`src/rtl/rbm_read_master.sv`:
```
// rbm_read_master: Avalon-MM burstless read master with an internal
// show-ahead FIFO. A base/length/go command streams whole words from memory
// into the FIFO, which the user side pops. Outstanding reads are throttled so
// that FIFO occupancy plus reads in flight never exceeds FIFO_DEPTH.
// Optional build macro: RBM_READ_PERF_EN adds perf_busy_cycles and
// perf_stall_cycles counters.

// Occupancy invariants of the read master; kept apart from the datapath.
module rbm_read_master_chk #(
  parameter int FIFO_DEPTH      = 32,
  parameter int FIFO_DEPTH_LOG2 = 5
) (
  input logic                     clk,
  input logic                     reset,
  input logic [FIFO_DEPTH_LOG2:0] fifo_used,
  input logic [FIFO_DEPTH_LOG2:0] outstanding
);

  // FIFO never overfills and in-flight reads always have a slot reserved.
  always_ff @(posedge clk) begin
    if (!reset) begin
      assert (fifo_used <= (FIFO_DEPTH_LOG2 + 1)'(FIFO_DEPTH));
      assert (({1'b0, fifo_used} + {1'b0, outstanding}) <= (FIFO_DEPTH_LOG2 + 2)'(FIFO_DEPTH));
    end
  end

endmodule

module rbm_read_master #(
  parameter int DATAWIDTH       = 32,
  parameter int ADDRESS_WIDTH   = 32,
  parameter int FIFO_DEPTH      = 32,
  parameter int FIFO_DEPTH_LOG2 = 5
) (
  input  logic                       clk,
  input  logic                       reset,
  input  logic                       control_fixed_location,
  input  logic [ADDRESS_WIDTH-1:0]   control_read_base,
  input  logic [ADDRESS_WIDTH-1:0]   control_read_length,
  input  logic                       control_go,
  output logic                       control_done,
  output logic                       control_early_done,
  input  logic                       user_read_buffer,
  output logic [DATAWIDTH-1:0]       user_buffer_data,
  output logic                       user_data_available,
  output logic [ADDRESS_WIDTH-1:0]   master_address,
  output logic                       master_read,
  output logic [DATAWIDTH/8-1:0]     master_byteenable,
  input  logic [DATAWIDTH-1:0]       master_readdata,
  input  logic                       master_readdatavalid,
  input  logic                       master_waitrequest
`ifdef RBM_READ_PERF_EN
  ,
  output logic [31:0]                perf_busy_cycles,
  output logic [31:0]                perf_stall_cycles
`endif
);

  localparam int CW  = FIFO_DEPTH_LOG2 + 1;
  localparam int BPW = DATAWIDTH / 8;
  localparam logic [ADDRESS_WIDTH-1:0]   BPW_A      = ADDRESS_WIDTH'(BPW);
  localparam logic [ADDRESS_WIDTH-1:0]   ALIGN_MASK = ~(BPW_A - ADDRESS_WIDTH'(1));
  localparam logic [ADDRESS_WIDTH-1:0]   A_ZERO     = ADDRESS_WIDTH'(0);
  localparam logic [CW-1:0]              CNT_ONE    = CW'(1);
  localparam logic [CW-1:0]              CNT_ZERO   = CW'(0);
  localparam logic [FIFO_DEPTH_LOG2-1:0] PTR_ONE    = FIFO_DEPTH_LOG2'(1);
  localparam logic [CW:0]                DEPTH_W    = (CW + 1)'(FIFO_DEPTH);

  typedef enum logic [1:0] {
    S_IDLE  = 2'd0,
    S_READ  = 2'd1,
    S_DRAIN = 2'd2
  } state_t;

  state_t                     state_q, state_d;
  logic [ADDRESS_WIDTH-1:0]   addr_q, addr_d;
  logic [ADDRESS_WIDTH-1:0]   remaining_q, remaining_d;
  logic                       fixed_q, fixed_d;
  logic                       done_q, done_d;
  logic                       early_done_q, early_done_d;
  logic                       read_q, read_d;
  logic                       go_prev_q;
  logic [CW-1:0]              outstanding_q, outstanding_d;
  logic [CW-1:0]              used_q, used_d;
  logic [FIFO_DEPTH_LOG2-1:0] wr_ptr_q, wr_ptr_d;
  logic [FIFO_DEPTH_LOG2-1:0] rd_ptr_q, rd_ptr_d;
  logic [DATAWIDTH-1:0]       head_q, head_d;
  logic                       avail_q, avail_d;
  logic [DATAWIDTH-1:0]       mem_q [FIFO_DEPTH];

  logic go_start_s;
  logic accept_s;
  logic push_s;
  logic pop_s;

  // Rising edge of go starts a transfer; a level-held go starts only one.
  assign go_start_s = control_go & ~go_prev_q;
  assign accept_s   = read_q & ~master_waitrequest;
  // Returned data is only meaningful while a read is actually in flight.
  assign push_s     = master_readdatavalid & (outstanding_q != CNT_ZERO);
  assign pop_s      = user_read_buffer & avail_q;

  // Next-state logic for the transfer FSM, in-flight counter and FIFO.
  always_comb begin
    state_d       = state_q;
    addr_d        = addr_q;
    remaining_d   = remaining_q;
    fixed_d       = fixed_q;
    done_d        = done_q;
    early_done_d  = early_done_q;
    outstanding_d = outstanding_q;
    used_d        = used_q;
    wr_ptr_d      = wr_ptr_q;
    rd_ptr_d      = rd_ptr_q;
    head_d        = head_q;

    case (state_q)
      S_IDLE: begin
        if (go_start_s) begin
          addr_d       = control_read_base & ALIGN_MASK;
          remaining_d  = control_read_length & ALIGN_MASK;
          fixed_d      = control_fixed_location;
          done_d       = 1'b0;
          early_done_d = 1'b0;
          state_d      = S_READ;
        end else begin
          state_d = S_IDLE;
        end
      end
      S_READ: begin
        if (remaining_q == A_ZERO) begin
          early_done_d = 1'b1;
          state_d      = S_DRAIN;
        end else if (accept_s) begin
          addr_d      = fixed_q ? addr_q : (addr_q + BPW_A);
          remaining_d = remaining_q - BPW_A;
        end else begin
          state_d = S_READ;
        end
      end
      S_DRAIN: begin
        if ((outstanding_q == CNT_ZERO) && (used_q == CNT_ZERO)) begin
          done_d  = 1'b1;
          state_d = S_IDLE;
        end else begin
          state_d = S_DRAIN;
        end
      end
      default: begin
        state_d = S_IDLE;
      end
    endcase

    case ({accept_s, push_s})
      2'b10:   outstanding_d = outstanding_q + CNT_ONE;
      2'b01:   outstanding_d = outstanding_q - CNT_ONE;
      default: outstanding_d = outstanding_q;
    endcase

    case ({push_s, pop_s})
      2'b10:   used_d = used_q + CNT_ONE;
      2'b01:   used_d = used_q - CNT_ONE;
      default: used_d = used_q;
    endcase

    if (push_s) begin
      wr_ptr_d = wr_ptr_q + PTR_ONE;
    end else begin
      wr_ptr_d = wr_ptr_q;
    end

    if (pop_s) begin
      rd_ptr_d = rd_ptr_q + PTR_ONE;
    end else begin
      rd_ptr_d = rd_ptr_q;
    end

    // The head register shows the pushed word directly when it lands in an
    // otherwise-empty FIFO; otherwise it shows the stored entry at rd_ptr_d.
    if (push_s && (used_q == CW'(pop_s))) begin
      head_d = master_readdata;
    end else if (used_d != CNT_ZERO) begin
      head_d = mem_q[rd_ptr_d];
    end else begin
      head_d = head_q;
    end

    avail_d = (used_d != CNT_ZERO);

    // Registered read strobe: next-cycle value of the read/throttle equation.
    read_d = (state_d == S_READ) && (remaining_d != A_ZERO) &&
             (({1'b0, used_d} + {1'b0, outstanding_d}) < DEPTH_W);
  end

  // State and output registers with synchronous reset.
  always_ff @(posedge clk) begin
    if (reset) begin
      state_q       <= S_IDLE;
      addr_q        <= A_ZERO;
      remaining_q   <= A_ZERO;
      fixed_q       <= 1'b0;
      done_q        <= 1'b0;
      early_done_q  <= 1'b0;
      read_q        <= 1'b0;
      go_prev_q     <= 1'b0;
      outstanding_q <= CNT_ZERO;
      used_q        <= CNT_ZERO;
      wr_ptr_q      <= '0;
      rd_ptr_q      <= '0;
      head_q        <= '0;
      avail_q       <= 1'b0;
    end else begin
      state_q       <= state_d;
      addr_q        <= addr_d;
      remaining_q   <= remaining_d;
      fixed_q       <= fixed_d;
      done_q        <= done_d;
      early_done_q  <= early_done_d;
      read_q        <= read_d;
      go_prev_q     <= control_go;
      outstanding_q <= outstanding_d;
      used_q        <= used_d;
      wr_ptr_q      <= wr_ptr_d;
      rd_ptr_q      <= rd_ptr_d;
      head_q        <= head_d;
      avail_q       <= avail_d;
    end
  end

  // FIFO storage; flushing is done by the pointer/count reset.
  always_ff @(posedge clk) begin
    if (push_s) begin
      mem_q[wr_ptr_q] <= master_readdata;
    end
  end

  assign control_done        = done_q;
  assign control_early_done  = early_done_q;
  assign user_buffer_data    = head_q;
  assign user_data_available = avail_q;
  assign master_address      = addr_q;
  assign master_read         = read_q;
  assign master_byteenable   = {(DATAWIDTH/8){1'b1}};

`ifdef RBM_READ_PERF_EN
  logic [31:0] busy_q;
  logic [31:0] stall_q;

  function automatic logic [31:0] sat_inc(input logic [31:0] v);
    if (v == 32'hFFFF_FFFF) begin
      sat_inc = v;
    end else begin
      sat_inc = v + 32'd1;
    end
  endfunction

  // Saturating busy/stall counters, cleared when a transfer starts.
  always_ff @(posedge clk) begin
    if (reset) begin
      busy_q  <= 32'd0;
      stall_q <= 32'd0;
    end else if (go_start_s && (state_q == S_IDLE)) begin
      busy_q  <= 32'd0;
      stall_q <= 32'd0;
    end else begin
      busy_q  <= (state_q != S_IDLE) ? sat_inc(busy_q) : busy_q;
      stall_q <= (read_q && master_waitrequest) ? sat_inc(stall_q) : stall_q;
    end
  end

  assign perf_busy_cycles  = busy_q;
  assign perf_stall_cycles = stall_q;
`endif

  rbm_read_master_chk #(
    .FIFO_DEPTH      (FIFO_DEPTH),
    .FIFO_DEPTH_LOG2 (FIFO_DEPTH_LOG2)
  ) u_chk (
    .clk         (clk),
    .reset       (reset),
    .fifo_used   (used_q),
    .outstanding (outstanding_q)
  );

endmodule

```
`config.mk`:
```
export PLATFORM = sky130hd
export DESIGN_NAME = rbm_read_master
export DESIGN_NICKNAME = d
export VERILOG_FILES = /design/src/rtl/rbm_read_master.sv
export SDC_FILE = /design/constraint.sdc
export NUM_CORES = 1
export LEC_CHECK = 0
export CORE_MARGIN = 8
export CORE_UTILIZATION = 65
export DETAILED_ROUTE_END_ITERATION = 8
export GPL_TIMING_DRIVEN = 0
export MAX_ROUTING_LAYER = met4
export PLACE_DENSITY = 0.85
export SETUP_SLACK_MARGIN = 0.2
export SYNTH_ARGS = -nofsm -noshare
export SYNTH_HDL_FRONTEND = slang
export SYNTH_HIERARCHICAL = 1
export SYNTH_SLANG_ARGS = --single-unit
```
`constraint.sdc`:
```
create_clock -name clk -period 6.5 [get_ports clk]
set_clock_uncertainty 0.2 [all_clocks]
set_input_delay 0.65 -clock clk [delete_from_list [all_inputs] [get_ports clk]]
set_output_delay 0.65 -clock clk [all_outputs]
set_load 0.01 [all_outputs]
```
==> results of run 1 <==
## synth_stat cells, types with 19 or more instances
| cell | count | share of area |
|---|---|---|
| edfxtp_1 | 1024 | 0.67 |
| mux4_2 | 320 | 0.16 |
| nor2_1 | 153 | 0.012 |
| dfxtp_1 | 124 | 0.054 |
| o21ai_0 | 117 | 0.013 |
| nand2_1 | 105 | 0.0086 |
| clkbuf_1 | 100 | 0.0082 |
| a21oi_1 | 58 | 0.0063 |
| and2_1 | 37 | 0.0050 |
| buf_1 | 35 | 0.0029 |
| mux2i_1 | 35 | 0.0076 |
| a211oi_1 | 22 | 0.0036 |
| nand3_1 | 22 | 0.0024 |
| inv_1 | 21 | 0.0017 |
| nand4_1 | 21 | 0.0029 |
| nor3_1 | 20 | 0.0022 |
| a22oi_1 | 19 | 0.0031 |
## repair_timing
item,4_1_cts,5_1_grt
hold buffers,0,0
setup endpoints to repair,0,14
resized for setup,0,7
## placed cells by master, fill, tap and decap left out, types with 29 or more instances in the layout
cell                n
nor2_1            121
nor2_4             32
dfxtp_1           124
clkdlybuf4s50_1   164
clkbuf_16         109
and2_1             37
nand2_1           105
o21ai_0           117
clkbuf_1          125
buf_1              35
edfxtp_1         1024
mux4_2            320
buf_12             29
a21oi_1            58
mux2i_1            35
## cells by family (layout without fill, tap and decap cells)
group	Yosys count	count (layout)	synth area share
mux	357	357	0.1646
simple gates	451	451	0.04865
flops	1148	1148	0.7218
compound gates	307	307	0.04093
fa+ha+maj	19	19	0.005109
other cells	2	10	0.0001631
buf+inv	165	570	0.01416
xor+xnor	24	24	0.004566
## per-stage QoR
stage / hold WS [ns] / util / power, uW / instances / setup slack, ns
after floorplan: 0.2370 / - / 11610 / 2477 / 2.707
after global placement: 0.2458 / 0.6979 / 13170 / 3581 / 0.2545
after detailed placement: 0.2705 / 0.7112 / 13500 / 3614 / 0.4259
after CTS: 0.2812 / 0.7643 / 20330 / 3821 / 0.4266
after global routing: 0.3035 / 0.7648 / 20930 / 3825 / 0.4765
final: 0.2824 / 0.7648 / 20510 / 3826 / 0.7572
## sequential cells by signal, summed over array words and instances (netlist names)
register / flops
control_done: 1
user_data_available: 1
remaining_q: 32
outstanding_q: 6
master_read: 1
control_early_done: 1
state_q: 2
master_address: 30
used_q: 6
user_buffer_data: 32
rd_ptr_q: 5
mem_q: 1024
fixed_q: 1
wr_ptr_q: 5
go_prev_q: 1
## per-layer routing
layer / vias to the layer above / share of wire / global-route usage
met3: 698 / 0.14 / 0.09162
li1: 10740 / - / -
met1: 14180 / 0.32 / 0.4580
met4: 0 / 0.064 / 0.1932
met2: 3100 / 0.48 / 0.5983
met5: - / 0 / -
## worst max-delay path: stages (launching register included)
cell	delay [ns]
dfxtp_1	0.38
nor4_1	0.31
nand2_1	0.15
and2_1	0.21
clkbuf_2	0.28
inv_1	0.16
ha_1	0.18
clkbuf_1	0.37
xor2_1	0.19
ha_1	0.24
inv_1	0.06
o21ai_0	0.14
a21oi_1	0.09
a221oi_1	0.23
nor2_1	0.08
xnor2_1	0.17
nand4_1	0.20
clkdlybuf4s15_1	0.82
clkbuf_1	0.57
o21ai_0	0.24
o21ai_0	0.33
## power breakdown
part / internal [uW] / switching (uW) / total, uW / leakage, uW
Combinational: 2080 / 3100 / 5170 / 0.00547
Clock: 3820 / 2940 / 6760 / 0.00181
Sequential: 8350 / 222 / 8570 / 0.0102
## final timing paths
kind	start	to	slack (ns)	cells past startpoint
setup / recovery	outstanding_q[2]$_SDFF_PP0_	user_buffer_data[26]$_SDFFE_PP0P_	0.76	20
hold reg to reg	fixed_q$_SDFFE_PP0P_	fixed_q$_SDFFE_PP0P_	0.28	2
hold / removal	fixed_q$_SDFFE_PP0P_	fixed_q$_SDFFE_PP0P_	0.28	2
setup reg to reg	outstanding_q[2]$_SDFF_PP0_	user_buffer_data[26]$_SDFFE_PP0P_	0.76	20
## final cells by class
class	count	area, sq um	share of cell area
Antenna cell	4	10.01	0.0001869
Buffer	144	584.3	0.01091
Clock buffer	148	2964	0.05534
Clock inverter	59	754.5	0.01409
Inverter	21	78.83	0.001472
Multi-Input combinational cell	1164	12410	0.2317
Sequential cell	1148	33230	0.6205
Tap cell	940	1176	0.02196
Timing Repair Buffer	198	2347	0.04383
==> results.yml, run 1 <==
place:
  place.gp.congestion: 0.9241
  placed_cell_area_sq_mm: 0.04980
  io_buffer_count: 164
  hpwl_mm: 83.90
power:
  leakagePower_uw: 0.01751
  power_density_mw_per_mm2: 382.9
  irDropWorstVdd_uv: 344.3
sta:
  fmax_mhz: 174.1
  grt_setup_unrepaired: "no"
  slew_headroom: 0.01783
  fin_crit_sh: 0.8835
  final_hold_viol_count: 0
  post-route-min-period_ns: 5.743
  setup-violations-final: 0
  slew_viol_final: 0
  tightest_slew_ns: 1.466
  setup_tns_ns: 0
die:
  coreArea_sq_mm: 0.07003
  io_pins: 175
  initial_core_util: 0.6575
  die_w_um: 282.1
  rows: 97
  dieArea_sq_mm: 0.07960
  die_h_um: 282.1
critical_path:
  crit_path_end_kind: "flip-flop"
  crit_fanout: 11
  start_kind: "flip-flop"
  crit_type: "flip-flop to flip-flop"
  worstPathArrival_ns: 6.13
  crit_required_ns: 6.89
global_routing:
  track_usage: 0.3782
  grt_max_degree: 34
  antenna_found_initial: 4
  grt_pass1_vias: 28670
  grt_pass1_wl_mm: 206.2
  grt_overflow_total: 0
route:
  vias_per_cell: 7.506
  drc: 0
  wl_per_cell_um: 38.18
  routed_wl_mm: 146.1
  via_count: 28720
  firstDrtPassIters: 6
  postRouteAntennaNets: 0
  drtIter0Drc: 5206
clocking:
  cts_sinks: 1148
  post_cts_buffers: 0
  tritoncts: "built"
  cts_buffer_depth: 3
  clkSlewWorstSetupHoldPaths_ns: 0.06
  cts_buffers: 109
  clockRootBuffer: "clkbuf_16"
  htree_levels: 3
  worst_skew_pair.late_latency_ns: 0.71
yosys:
  synth_ff_type: "edfxtp_1"
  syn_avg_cell_area_sq_um: 18.62
  netlist_instances: 2473
  synth_area_sq_mm: 0.04604
  ys_seq_area_frac: 0.7218
  synth_cell_types: 75
  yosysWarnings: 6
  ys_seq_elements: 1148
  async_reset_ff_frac: 0
  synth_enable_flop_cells: 1024
cells_and_area:
  stdcell_area_sq_mm: 0.05356
  drive_above_1_share: 0.2019
  fillCellCount: 3548
  area_growth_pct: 16.33
  fin_nets: 2907
flow_run:
  maxCapViolations: 0
status:
  status: "completed"
min_path:
  worstHoldPathType: "flip-flop to flip-flop"
No activity file was read; power rests on OpenSTA's default activity.
==> run 2: changes to the inputs <==
--- a/config.mk
+++ b/config.mk
@@ -6,11 +6,11 @@
 export NUM_CORES = 1
 export LEC_CHECK = 0
 export CORE_MARGIN = 8
-export CORE_UTILIZATION = 65
+export CORE_UTILIZATION = 61
 export DETAILED_ROUTE_END_ITERATION = 8
 export GPL_TIMING_DRIVEN = 0
 export MAX_ROUTING_LAYER = met4
-export PLACE_DENSITY = 0.85
+export PLACE_DENSITY = 0.81
 export SETUP_SLACK_MARGIN = 0.2
 export SYNTH_ARGS = -nofsm -noshare
 export SYNTH_HDL_FRONTEND = slang
==> constraint.sdc (replaced) <==
create_clock -name clk -period 6.51 [get_ports clk]
set_clock_uncertainty 0.2 [all_clocks]
set_input_delay 0.651 -clock clk [delete_from_list [all_inputs] [get_ports clk]]
set_output_delay 0.651 -clock clk [all_outputs]
set_load 0.01 [all_outputs]
==> results.yml, run 2 (synthesis gave the netlist of run 1 again) <==
sta:
  final_hold_viol_count: 0
  setup-violations-final: 0
  tightest_slew_ns: 1.408
  grt_setup_unrepaired: "no"
  timing.final.ws_setup_ns: 0.4769
  slew_headroom: 0.06129
  setup_tns_ns: 0
  post-route-min-period_ns: 6.033
  fin_crit_sh: 0.9267
  fmax_mhz: 165.8
  slew_viol_final: 0
cells_and_area:
  instances_no_fill: 3852
  finish.utilization: 0.7188
  largest_reg_flops: 1024
  fin_nets: 2906
  drive_above_1_share: 0.1988
  mostFrequentLayoutCell: "edfxtp_1"
  multi_input_area_sq_mm: 0.01241
  mostFrequentLayoutCells: "edfxtp_1, mux4_2, clkdlybuf4s50_1"
  regArea_sq_mm: 0.03323
  regMostFlops: "mem_q"
  area_growth_pct: 16.43
  fillCellCount: 4172
clocking:
  post_cts_buffers: 0
  cts_sinks: 1148
  ctsResizeCount: 0
  ctsHoldBuffers: 0
  tritoncts: "built"
  cts_buffers: 110
  cts_buffer_depth: 3
  clkSlewWorstSetupHoldPaths_ns: 0.06
  clockRootBuffer: "clkbuf_16"
  htree_levels: 3
  worst_skew_pair.late_latency_ns: 0.71
flow_run:
  maxCapViolations: 0
route:
  drc: 4
  firstDrtPassIters: 9
  wl_per_cell_um: 36.01
  vias_per_cell: 7.183
  routed-wl-met2_mm: 69.52
  wl_met3_mm: 16.05
  postRouteAntennaNets: 0
  via_count: 27670
  wl_met1_mm: 46.09
  highest_layer: "met4"
  drtIter0Drc: 4157
  routed_wl_mm: 138.7
critical_path:
  crit_fanout: 11
  crit_path_end_kind: "flip-flop"
  crit_type: "flip-flop to flip-flop"
  worstPathArrival_ns: 6.45
  start_kind: "flip-flop"
  crit_required_ns: 6.92
place:
  dp_slack_ns: 0.5072
  io_buffer_count: 164
  hpwl_mm: 82.20
  dp_cells: 3642
  place.gp.congestion: 0.9201
die:
  dieArea_sq_mm: 0.08452
  coreArea_sq_mm: 0.07457
  io_pins: 175
  die_h_um: 290.7
  initial_core_util: 0.6174
  rows: 100
  die_w_um: 290.7
global_routing:
  track_usage: 0.3343
  grt_overflow_total: 0
  antenna_found_initial: 1
  grt_pass1_wl_mm: 199.0
  grt_max_degree: 34
  grt_pass1_vias: 28360
power:
  power_density_mw_per_mm2: 378.0
  finalPower_uw: 20260
  pwr-share-seq: 0.422
  p_switching_uw: 5988
  p_clk_frac: 0.332
  leakagePower_uw: 0.01751
  switching_share: 0.2955
  share_comb_of_total_power: 0.246
  internal-power_uw: 14270
  irDropWorstVdd_uv: 288.5
status:
  violations: "design-rule violations"
  status: "finished, violations left"
min_path:
  worstHoldPathType: "flip-flop to flip-flop"
## run 2: per-stage QoR
stage,area [sq um],hold slack (ns)
after floorplan,46060,0.2370
after global placement,48910,0.2453
after detailed placement,49830,0.2696
after CTS,53600,0.2782
after global routing,53610,0.3024
final,53610,0.2789
## run 2: layout make-up
| cell class | count | share of cell area |
|---|---|---|
| Sequential cell | 1148 | 0.6199 |
| Multi-Input combinational cell | 1164 | 0.2315 |
| Clock buffer | 139 | 0.05494 |
| Timing Repair Buffer | 196 | 0.04327 |
| Tap cell | 969 | 0.02262 |
| Clock inverter | 70 | 0.01545 |
| Buffer | 144 | 0.01071 |
| Inverter | 21 | 0.001470 |
| Antenna cell | 1 | 0.00004668 |
## run 2: per-layer routing
| layer | global-route usage | vias up |
|---|---|---|
| li1 | - | 10740 |
| met1 | 0.3964 | 14010 |
| met2 | 0.5471 | 2387 |
| met3 | 0.07850 | 540 |
| met4 | 0.1523 | 0 |
| met5 | - | - |
## run 2: final timing paths
| kind | depth (start not counted) | to | start | slack (ns) |
|---|---|---|---|---|
| min reg2reg | 2 | fixed_q$_SDFFE_PP0P_ | fixed_q$_SDFFE_PP0P_ | 0.28 |
| min | 2 | fixed_q$_SDFFE_PP0P_ | fixed_q$_SDFFE_PP0P_ | 0.28 |
| max | 21 | user_buffer_data[17]$_SDFFE_PP0P_ | outstanding_q[1]$_SDFF_PP0_ | 0.48 |
| max reg2reg | 21 | user_buffer_data[17]$_SDFFE_PP0P_ | outstanding_q[1]$_SDFF_PP0_ | 0.48 |
## run 2: worst max-delay path: stages, from the launching register on
cell and delay, ns:
dfxtp_1 0.31, clkbuf_1 0.25, nor2_1 0.12, nand2_1 0.12, and2_1 0.18, clkbuf_1 0.54, inv_1 0.15, ha_1 0.26
clkbuf_1 0.24, xor2_1 0.21, ha_1 0.26, a21o_1 0.19, nand2_1 0.06, a21oi_1 0.08, a221oi_1 0.21, nor2_1 0.10
xnor2_1 0.20, nand4_1 0.20, clkbuf_1 0.87, clkbuf_1 0.75, o21ai_0 0.20, o21ai_0 0.25
## run 2: power by group through the flow
stage                     logic (uW)  registers, uW  clock network [uW]
final                           4990           8550                6720
after global routing            5240           8560                6990
after CTS                       4930           8540                6730
after detailed placement        4760           8680                   0
after global placement          4500           8680                   0
after floorplan                 2940           8650                   0
